File: src/rtl/lut_ram_wr_ctrl_pkg.sv
// Shared types for the LUT RAM write path: the address and data word widths.
package lut_ram_wr_ctrl_pkg;
  typedef logic [4:0]  lut_addr_t;
  typedef logic [31:0] word_t;
endpackage

File: src/rtl/lut_ram_wr_ctrl_if.sv
// Valid/ready write-request channel from one requester into the LUT RAM write controller.
interface lut_ram_wr_ctrl_if;
  import lut_ram_wr_ctrl_pkg::*;

  logic      valid;
  logic      ready;
  lut_addr_t addr;
  word_t     data;

  modport master (output valid, output addr, output data, input ready);
  modport slave  (input valid, input addr, input data, output ready);
endinterface

File: src/rtl/lut_ram_wr_ctrl.sv
// Round-robin write-port controller for the LUT RAM; two requesters share one registered write port.
// Optional post-reset sweep of every entry to INIT_VALUE is enabled by defining LUT_RAM_WR_CTRL_INIT_EN.
module lut_ram_wr_ctrl
  import lut_ram_wr_ctrl_pkg::*;
#(
  parameter int    DEPTH      = 2**$bits(lut_addr_t),
  parameter word_t INIT_VALUE = 32'h0000_0000
) (
  input  logic                     clk,
  input  logic                     rst,
  lut_ram_wr_ctrl_if.slave         req0,
  lut_ram_wr_ctrl_if.slave         req1,
  output logic                     ram_wr_en,
  output lut_addr_t                ram_wr_addr,
  output word_t                    ram_wr_data,
  output logic                     init_busy,
  output logic                     last_grant
);

  logic      wr_en_q;
  lut_addr_t addr_q;
  word_t     data_q;
  logic      rr;
  logic      run;
  logic      gnt0;
  logic      gnt1;

`ifdef LUT_RAM_WR_CTRL_INIT_EN
  typedef enum logic {ST_INIT, ST_RUN} state_t;

  state_t    state;
  lut_addr_t init_cnt;

  assign init_busy = (state == ST_INIT);
`else
  logic unused_cfg;

  assign init_busy  = 1'b0;
  assign unused_cfg = ^{INIT_VALUE, DEPTH};
`endif

  assign run = !init_busy;

  // NOTE: every combinational output gets a default first, so no path leaves it unassigned (no latch).
  always_comb begin
    gnt0 = 1'b0;
    gnt1 = 1'b0;
    if (run) begin
      if (req0.valid && (!req1.valid || !rr)) gnt0 = 1'b1;
      else if (req1.valid)                    gnt1 = 1'b1;
    end
  end

  assign req0.ready = gnt0;
  assign req1.ready = gnt1;

  // NOTE: sequential state uses non-blocking assignments so all registers update from pre-edge values.
  always_ff @(posedge clk) begin
    if (rst) begin
      wr_en_q    <= 1'b0;
      addr_q     <= '0;
      data_q     <= '0;
      rr         <= 1'b0;
      last_grant <= 1'b0;
`ifdef LUT_RAM_WR_CTRL_INIT_EN
      state      <= ST_INIT;
      init_cnt   <= '0;
`endif
    end else begin
      wr_en_q <= gnt0 | gnt1;
      if (gnt0) begin
        addr_q     <= req0.addr;
        data_q     <= req0.data;
        rr         <= 1'b1;
        last_grant <= 1'b0;
      end else if (gnt1) begin
        addr_q     <= req1.addr;
        data_q     <= req1.data;
        rr         <= 1'b0;
        last_grant <= 1'b1;
      end
`ifdef LUT_RAM_WR_CTRL_INIT_EN
      // Track the sweep in the hold registers so the port idles on the last swept entry.
      if (state == ST_INIT) begin
        addr_q   <= init_cnt;
        data_q   <= INIT_VALUE;
        init_cnt <= init_cnt + 1'b1;
        if (init_cnt == lut_addr_t'(DEPTH - 1)) state <= ST_RUN;
      end
`endif
    end
  end

  // The sweep drives the port directly from init_cnt; rst masks any pending write.
`ifdef LUT_RAM_WR_CTRL_INIT_EN
  assign ram_wr_en   = !rst && (wr_en_q || init_busy);
  assign ram_wr_addr = init_busy ? init_cnt   : addr_q;
  assign ram_wr_data = init_busy ? INIT_VALUE : data_q;
`else
  assign ram_wr_en   = !rst && wr_en_q;
  assign ram_wr_addr = addr_q;
  assign ram_wr_data = data_q;
`endif

endmodule

File: src/flat_wrapper.sv
// flat-port wrapper written by rule: the top's interface ports become plain ports
module lut_ram_wr_ctrl_flat import lut_ram_wr_ctrl_pkg::*;
#(
  parameter int    DEPTH      = 2**$bits(lut_addr_t),
  parameter word_t INIT_VALUE = 32'h0000_0000
)
  (clk, rst, ram_wr_en, ram_wr_addr, ram_wr_data, init_busy, last_grant, req0_valid, req0_addr, req0_data, req0_ready, req1_valid, req1_addr, req1_data, req1_ready);
  lut_ram_wr_ctrl_if req0_i ();
  lut_ram_wr_ctrl_if req1_i ();
  input  logic clk;
  input  logic rst;
  output logic ram_wr_en;
  output lut_addr_t ram_wr_addr;
  output word_t ram_wr_data;
  output logic init_busy;
  output logic last_grant;
  input wire logic [$bits(req0_i.valid)-1:0] req0_valid;
  input wire logic [$bits(req0_i.addr)-1:0] req0_addr;
  input wire logic [$bits(req0_i.data)-1:0] req0_data;
  output wire logic [$bits(req0_i.ready)-1:0] req0_ready;
  input wire logic [$bits(req1_i.valid)-1:0] req1_valid;
  input wire logic [$bits(req1_i.addr)-1:0] req1_addr;
  input wire logic [$bits(req1_i.data)-1:0] req1_data;
  output wire logic [$bits(req1_i.ready)-1:0] req1_ready;
  assign req0_i.valid = req0_valid;
  assign req0_i.addr = req0_addr;
  assign req0_i.data = req0_data;
  assign req0_ready = req0_i.ready;
  assign req1_i.valid = req1_valid;
  assign req1_i.addr = req1_addr;
  assign req1_i.data = req1_data;
  assign req1_ready = req1_i.ready;
  lut_ram_wr_ctrl #(.DEPTH(DEPTH), .INIT_VALUE(INIT_VALUE)) u_core (.clk(clk), .rst(rst), .req0(req0_i), .req1(req1_i), .ram_wr_en(ram_wr_en), .ram_wr_addr(ram_wr_addr), .ram_wr_data(ram_wr_data), .init_busy(init_busy), .last_grant(last_grant));
endmodule
File: config.mk
export PLATFORM = sky130hd
export DESIGN_NAME = lut_ram_wr_ctrl_flat
export DESIGN_NICKNAME = d
export VERILOG_FILES = /design/src/rtl/lut_ram_wr_ctrl_pkg.sv /design/src/rtl/lut_ram_wr_ctrl_if.sv /design/src/rtl/lut_ram_wr_ctrl.sv /design/src/flat_wrapper.sv
export SDC_FILE = /design/constraint.sdc
export NUM_CORES = 1
export LEC_CHECK = 0
export CORE_MARGIN = 1
export CORE_UTILIZATION = 50
export CTS_CLUSTER_DIAMETER = 200
export DETAILED_ROUTE_END_ITERATION = 8
export DONT_BUFFER_PORTS = 1
export GPL_TIMING_DRIVEN = 0
export PLACE_DENSITY = 0.67
export SLEW_MARGIN = 20
export SYNTH_ARGS = -nofsm -noshare
export SYNTH_HDL_FRONTEND = slang
export SYNTH_SLANG_ARGS = --single-unit
File: constraint.sdc
create_clock -name clk -period 1.14 [get_ports clk]
set_clock_uncertainty 0.2 [all_clocks]
set_input_delay 0.057 -clock clk [delete_from_list [all_inputs] [get_ports clk]]
set_output_delay 0.057 -clock clk [all_outputs]
set_load 0.1 [all_outputs]
==> run_results.csv, run 1 <==
group,metric,value,unit
finish,drive_gt1_share,39.21,%
finish,syn2layout_area_growth,73.24,%
logic_synthesis,synthXorXnorAreaFrac,0,%
drt,first_iter_violations,72,
clock_tree,clock_latency,0.29,ns
drt,ant_nets,0,
drt,vias_per_cell,6.043,
timing,post-route-period-util,140.8,%
setup_path,cp_max_fo,3,
timing,fin_ws,-0.4647,ns
finish,multiInputGateArea,1275,sq um
clock_tree,cts_tree,"yes",
floorplanning,die_area,4191,sq um
hold_path,holdCritPathClass,"in2reg",
logic_synthesis,synth_commonest_cells,"dfxtp_1, nor2b_1, mux2i_1",
finish,diodes,0,
timing,worst_slew_pin_slew,0.7846,ns
finish,finalNetCount,355,
timing,period_needed,1.605,ns
timing,timing.slew.headroom,47.70,%
finish,num-fill-cells,142,
setup_path,crit_required,1.14,ns
grt,antenna_found_initial,0,
placed_design,placed_area,2177,sq um
logic_synthesis,yosysMostFrequentCell,"dfxtp_1",
setup_path,max_stage_delay,0.43,ns
drt,routed_wl,7.400,mm
floorplanning,start_util,52.96,%
setup_path,rrSetupSlack,-0.46,ns
run_status,outcome,"finished, violations left",
pwr,leakage,1.333,nW
finish,final_util,91.75,%
logic_synthesis,synth-compound-area-share,20.22,%
logic_synthesis,yosysSeqAreaShare,40.69,%
drt,via_count,1970,
logic_synthesis,synth_top_area_cell,"dfxtp_1",
logic_synthesis,syn_area,1968,sq um
clock_tree,clk_pin_slew_worst_paths,0.07,ns
clock_tree,clk_path_buf_depth,2,
logic_synthesis,synth_top_family_by_area,"compound AO/OA/AOI/OAI gates",
logic_synthesis,yosysWarnings,0,
grt,grt.total_usage,33.74,%
clock_tree,cts_buffers,5,
logic_synthesis,syn_inst,184,
floorplanning,io_pins,120,
timing,max_freq,623.2,MHz
setup_path,crit_type,"reg2reg",
logic_synthesis,yosys.area_share.simple,13.73,%
floorplanning,dieWidth,64.74,microns
pwr,powerDensity,1270,nW/um^2
clock_tree,cts.htree.levels,2,
floorplanning,chipHeight,64.74,microns
run_status,violations,"negative setup slack",
timing,rsz0062_at_grt,"yes",
setup_path,slowest_stage,"clkinvlp_4",
drt,wl_per_cell,22.70,microns
grt,grt_pass1_vias,2168,
grt,grt_pass1_wl,10.44,mm
drt,route.detailed.drc,0,
logic_synthesis,synth_top_flop_cell,"dfxtp_1",
floorplanning,core_area,3716,sq um
logic_synthesis,muxShareOfSynthArea,18.82,%
finish,fin_area,3410,sq um
setup_path,endpoint_kind,"flip-flop",
timing,hold_viol,0,
logic_synthesis,synth_edf_count,0,
timing,finalSetupViolations,42,
logic_synthesis,syn_avg_cell_area,10.70,sq um
clock_tree,root_buffer,"clkbuf_8",
logic_synthesis,syn_nets,262,
setup_path,cp-start-kind,"flip-flop",
timing,slew_viol_final,0,
job,maxCapViolCount,0,
finish,register_area,945.9,sq um
clock_tree,cts_num_sinks,40,
logic_synthesis,ys_ff_latch,40,
grt,grt.overflow.total,0,
placed_design,routabilityCongestion,0.6671,
placed_design,place.detailed.hpwl,3.412,mm
placed_design,io_buffers,0,
setup_path,path_cells,"a21bo_1 > buf_6 > clkinvlp_4 > nor3_2",
drt,firstDrtPassIters,4,
logic_synthesis,synth_area_leaders,"dfxtp_1, mux2i_1, a221oi_1, nor2b_1, a221oi_2",
floorplanning,rows,22,
pwr,ir_worst_vdd,1.074,mV
setup_path,arrival,1.60,ns
logic_synthesis,async_flop_share,0,%
logic_synthesis,synth_top_area_share,40.69,%
logic_synthesis,synth_fa_ha_area_share,0,%
logic_synthesis,synth_cell_type_count,18,
grt,grt_max_degree,12,
[flip-flops by register name, summed over array words and instances (netlist names)]
| signal | cells |
|---|---|
| u_core.rr | 1 |
| u_core.ram_wr_data | 32 |
| u_core.ram_wr_addr | 5 |
| u_core.wr_en_q | 1 |
| u_core.last_grant | 1 |
[final cells by class]
class | count | share of cell area [%]
inverter | 1 | 0.2202
clock buffer | 7 | 2.239
buffer | 21 | 4.954
sequential | 40 | 27.74
timing repair buffer | 86 | 25.58
clock inverter | 1 | 0.1101
multi-input combinational | 122 | 37.39
tap | 48 | 1.761
[metrics by stage]
stage	TNS (ns)	hold slack, ns	worst slack (ns)	std cells	total power (W)
after floorplan	-4.302	0.06322	-0.4097	184	0.002876
after global placement	-7.670	0.06843	-0.4928	232	0.002945
after detailed placement	-8.994	0.07928	-0.5199	232	0.002975
after CTS	-10.23	-0.02914	-0.4264	325	0.004200
after global routing	-12.98	0.01886	-0.4997	326	0.004453
final	-11.44	0.01531	-0.4647	326	0.004330
[final timing paths]
check             cells past startpoint        from                     end
hold reg to reg                       2   u_core.rr               u_core.rr
setup reg to reg                      4   u_core.rr       u_core.last_grant
hold / removal                        3  req1_valid  u_core.ram_wr_data[23]
setup / recovery                      4   u_core.rr       u_core.last_grant
[layer usage]
metal / GRT usage, % / up-vias / part of all wire, %
li1: - / 875 / -
met1: 33.26 / 953 / 36
met2: 64.19 / 111 / 55
met3: 8.099 / 31 / 5.8
met4: 17.22 / 0 / 3.7
met5: 0 / - / 0
[power by group]
part           internal [W]  switching [W]
Combinational      0.000508       0.000486
Clock              0.000426       0.000473
Sequential          0.00152       0.000915
[placed cells by master, fill, tap and decap left out]
| cell | synthesis | layout |
|---|---|---|
| clkinv_1 | 0 | 1 |
| nor2b_1 | 38 | 37 |
| nor2b_4 | 0 | 1 |
| nor2_1 | 4 | 4 |
| clkinvlp_4 | 0 | 1 |
| buf_6 | 3 | 11 |
| a21bo_1 | 1 | 1 |
| clkbuf_8 | 0 | 5 |
| clkbuf_2 | 0 | 1 |
| a221oi_4 | 0 | 5 |
| dlygate4sd3_1 | 0 | 75 |
| dfxtp_4 | 0 | 38 |
| a221oi_2 | 9 | 29 |
| conb_1 | 1 | 1 |
| buf_4 | 4 | 8 |
| nor3_2 | 0 | 1 |
| buf_12 | 0 | 2 |
| buf_8 | 0 | 2 |
| buf_1 | 3 | 1 |
| a211oi_1 | 1 | 1 |
| dfxtp_2 | 0 | 2 |
| mux2i_1 | 37 | 37 |
| nand2_4 | 0 | 1 |
| buf_2 | 4 | 1 |
| and2_4 | 0 | 1 |
| a221oi_1 | 28 | 3 |
| clkbuf_1 | 7 | 8 |
[worst max-delay path, delay by kind of cell (launching register included)]
family / cells / cell delay (ns)
flip-flops: 1 / 0.33
buffers and inverters: 2 / 0.56
AND/OR/NAND/NOR: 1 / 0.27
AO/OA/AOI/OAI: 1 / 0.13
[what timing repair did]
| action | CTS | global route |
|---|---|---|
| hold buffers | 75 | 0 |
| resized for setup | 45 | 21 |
| endpoints found under the hold margin | 39 | 0 |
| pin swaps | 3 | 6 |
| cloned | 2 | 0 |
| buffers inserted | 8 | 3 |
| setup endpoints to repair | 42 | 42 |
[cells by family (layout without fill, tap and decap cells)]
kind of cell | Yosys count | count (layout)
compound gates | 39 | 39
buf+inv | 22 | 116
flops | 40 | 40
mux | 37 | 37
other cells | 1 | 1
simple gates | 45 | 45
Note: power is estimated with default switching activity, not from simulation.
==> run 2: changes to the inputs <==
--- a/config.mk
+++ b/config.mk
@@ -7,4 +7,6 @@
 export LEC_CHECK = 0
+export CELL_PAD_IN_SITES_DETAIL_PLACEMENT = 0
+export CELL_PAD_IN_SITES_GLOBAL_PLACEMENT = 1
 export CORE_MARGIN = 1
-export CORE_UTILIZATION = 50
+export CORE_UTILIZATION = 40
 export CTS_CLUSTER_DIAMETER = 200
@@ -13,3 +15,3 @@
 export GPL_TIMING_DRIVEN = 0
-export PLACE_DENSITY = 0.67
+export PLACE_DENSITY = 0.73
 export SLEW_MARGIN = 20
--- a/constraint.sdc
+++ b/constraint.sdc
@@ -4,2 +4,2 @@
 set_output_delay 0.057 -clock clk [all_outputs]
-set_load 0.1 [all_outputs]
+set_load 0.05 [all_outputs]
==> run_results.csv, run 2 (synthesis gave the netlist of run 1 again) <==
group,metric,value,unit
timing,max_freq,656.8,MHz
hold_path,holdPathStages,1,
pwr,clkPwrFrac,24.5,%
grt,grt_pass1_vias,1949,
clock_tree,clk_pin_slew_worst_paths,0.07,ns
finish,largest_reg_flops,32,
floorplanning,chipHeight,72.15,microns
floorplanning,start_util,41.67,%
floorplanning,io_pins,120,
timing,worst_slew_pin_slew,0.8960,ns
run_status,violations,"negative hold slack, negative setup slack",
pwr,switchingPower,0.001408,W
finish,syn2layout_area_growth,75.27,%
grt,antenna_found_initial,0,
pwr,ir_worst_vdd,0.5989,mV
setup_path,critPathBufInv,2,
placed_design,place.detailed.hpwl,3.505,mm
setup_path,max_stage_delay,0.33,ns
finish,final_cell_mix,"dlygate4sd3_1, dfxtp_2, mux2i_1, nor2b_1, a221oi_2",
placed_design,routabilityCongestion,0.6784,
grt,grt_max_degree,12,
placed_design,place_ws,-0.3023,ns
setup_path,crit_type,"reg2out",
timing,post-route-period-util,133.6,%
setup_path,endpoint_kind,"output port",
drt,wl_per_cell,19.11,microns
clock_tree,cts_tree,"yes",
timing,period_needed,1.523,ns
timing,finalHoldWorstSlack,-0.02473,ns
clock_tree,root_buffer,"clkbuf_8",
clock_tree,cts.htree.levels,2,
pwr,powerDensity,1158,nW/um^2
pwr,combPwrFrac,24.8,%
clock_tree,cts_num_sinks,40,
floorplanning,core_area,4723,sq um
clock_tree,cts_hold_buffers,75,
setup_path,crit_cells,4,
timing,slew_viol_final,0,
pwr,total_power,0.003994,W
drt,first_iter_violations,66,
drt,routed_wl,6.574,mm
pwr,p_int,0.002585,W
finish,finalNetCount,354,
drt,firstDrtPassIters,4,
setup_path,r2r_cells,5,
floorplanning,die_area,5205,sq um
run_status,outcome,"finished, violations left",
timing,timing.slew.headroom,40.27,%
floorplanning,dieWidth,72.15,microns
grt,grt_pass1_wl,9.749,mm
clock_tree,clk_path_buf_depth,2,
drt,ant_nets,0,
timing,finalSetupViolations,41,
drt,route.detailed.drc,0,
timing,hold_viol,2,
timing,fin_ws,-0.3826,ns
setup_path,rrSetupSlack,-0.35,ns
drt,via_count,1871,
finish,final_common_cell,"dlygate4sd3_1",
pwr,leakage,1.362,nW
grt,grt.total_usage,24.82,%
setup_path,path_cells,"a21bo_1 > buf_6 > buf_12 > and2_4",
finish,diodes,0,
pwr,power.share.switching,35.27,%
setup_path,cp-start-kind,"flip-flop",
finish,drive_gt1_share,41.16,%
setup_path,cp_max_fo,3,
pwr,power_frac_seq,50.7,%
setup_path,worst_path_dominant_cell_family,"flip-flops",
setup_path,slowest_stage,"dfxtp_2",
drt,vias_per_cell,5.439,
setup_path,arrival,1.27,ns
clock_tree,cts_buffers,5,
finish,final_util,73.03,%
job,maxCapViolCount,0,
setup_path,crit_required,0.88,ns
placed_design,io_buffers,0,
finish,num-fill-cells,326,
hold_path,holdCritPathClass,"in2out",
timing,rsz0062_at_grt,"yes",
clock_tree,clock_latency,0.29,ns
grt,grt.overflow.total,0,
floorplanning,rows,25,
## run 2: layout make-up
| type | count | area (sq um) | area share [%] |
|---|---|---|---|
| Buffer | 21 | 175.2 | 5.078 |
| Clock buffer | 8 | 90.09 | 2.612 |
| Inverter | 1 | 7.507 | 0.2176 |
| Multi-Input combinational cell | 122 | 1324 | 38.38 |
| Sequential cell | 40 | 850.8 | 24.66 |
| Tap cell | 67 | 83.83 | 2.430 |
| Timing Repair Buffer | 85 | 918.4 | 26.62 |
## run 2: timing repair
item                                    in CTS  in global routing
gates cloned                                 0                  3
endpoints found under the setup margin      42                 43
pin swaps                                    3                  3
gates resized for setup                     49                 19
buffers inserted                             7                  1
endpoints found under the hold margin       40                  1
## run 2: worst paths after layout
kind,startpoint,end
setup / recovery,u_core.rr,req1_ready
hold / removal,rst,ram_wr_en
setup reg to reg,u_core.rr,u_core.ram_wr_data[25]
hold reg to reg,u_core.rr,u_core.rr
## run 2: per-stage QoR
step                std cells  setup TNS (ns)  instance area [sq um]
finish                    344          -12.28                   3450
global route              344          -14.20                   3450
CTS                       341          -12.14                   3262
detailed placement        251          -9.199                   2108
global placement          251          -7.378                   2108
floorplan                 184          -3.591                   2024
## run 2: metal layers
layer	track usage, %	share of wire [%]	wire length (microns)	vias up
met2	46.11	52	3428	84
met1	27.60	40	2648	905
met3	6.944	6.1	402	8
li1	-	-	-	874
met5	0	0	0	-
met4	6.536	1.4	95	0
## run 2: power groups by stage
stage / sequential, W / clock [W] / combinational (W)
final: 0.00202 / 0.000980 / 0.000990
after global routing: 0.00203 / 0.00107 / 0.00106
after CTS: 0.00202 / 0.00100 / 0.000865
after detailed placement: 0.00205 / 0 / 0.000492
after global placement: 0.00205 / 0 / 0.000466
after floorplan: 0.00203 / 0 / 0.000411
## run 2: worst reg2reg max path, delay by kind of cell (launching register included)
kind	cells	cell delay, ns
flip-flops	1	0.33
buffers and inverters	3	0.43
AO/OA/AOI/OAI	2	0.44
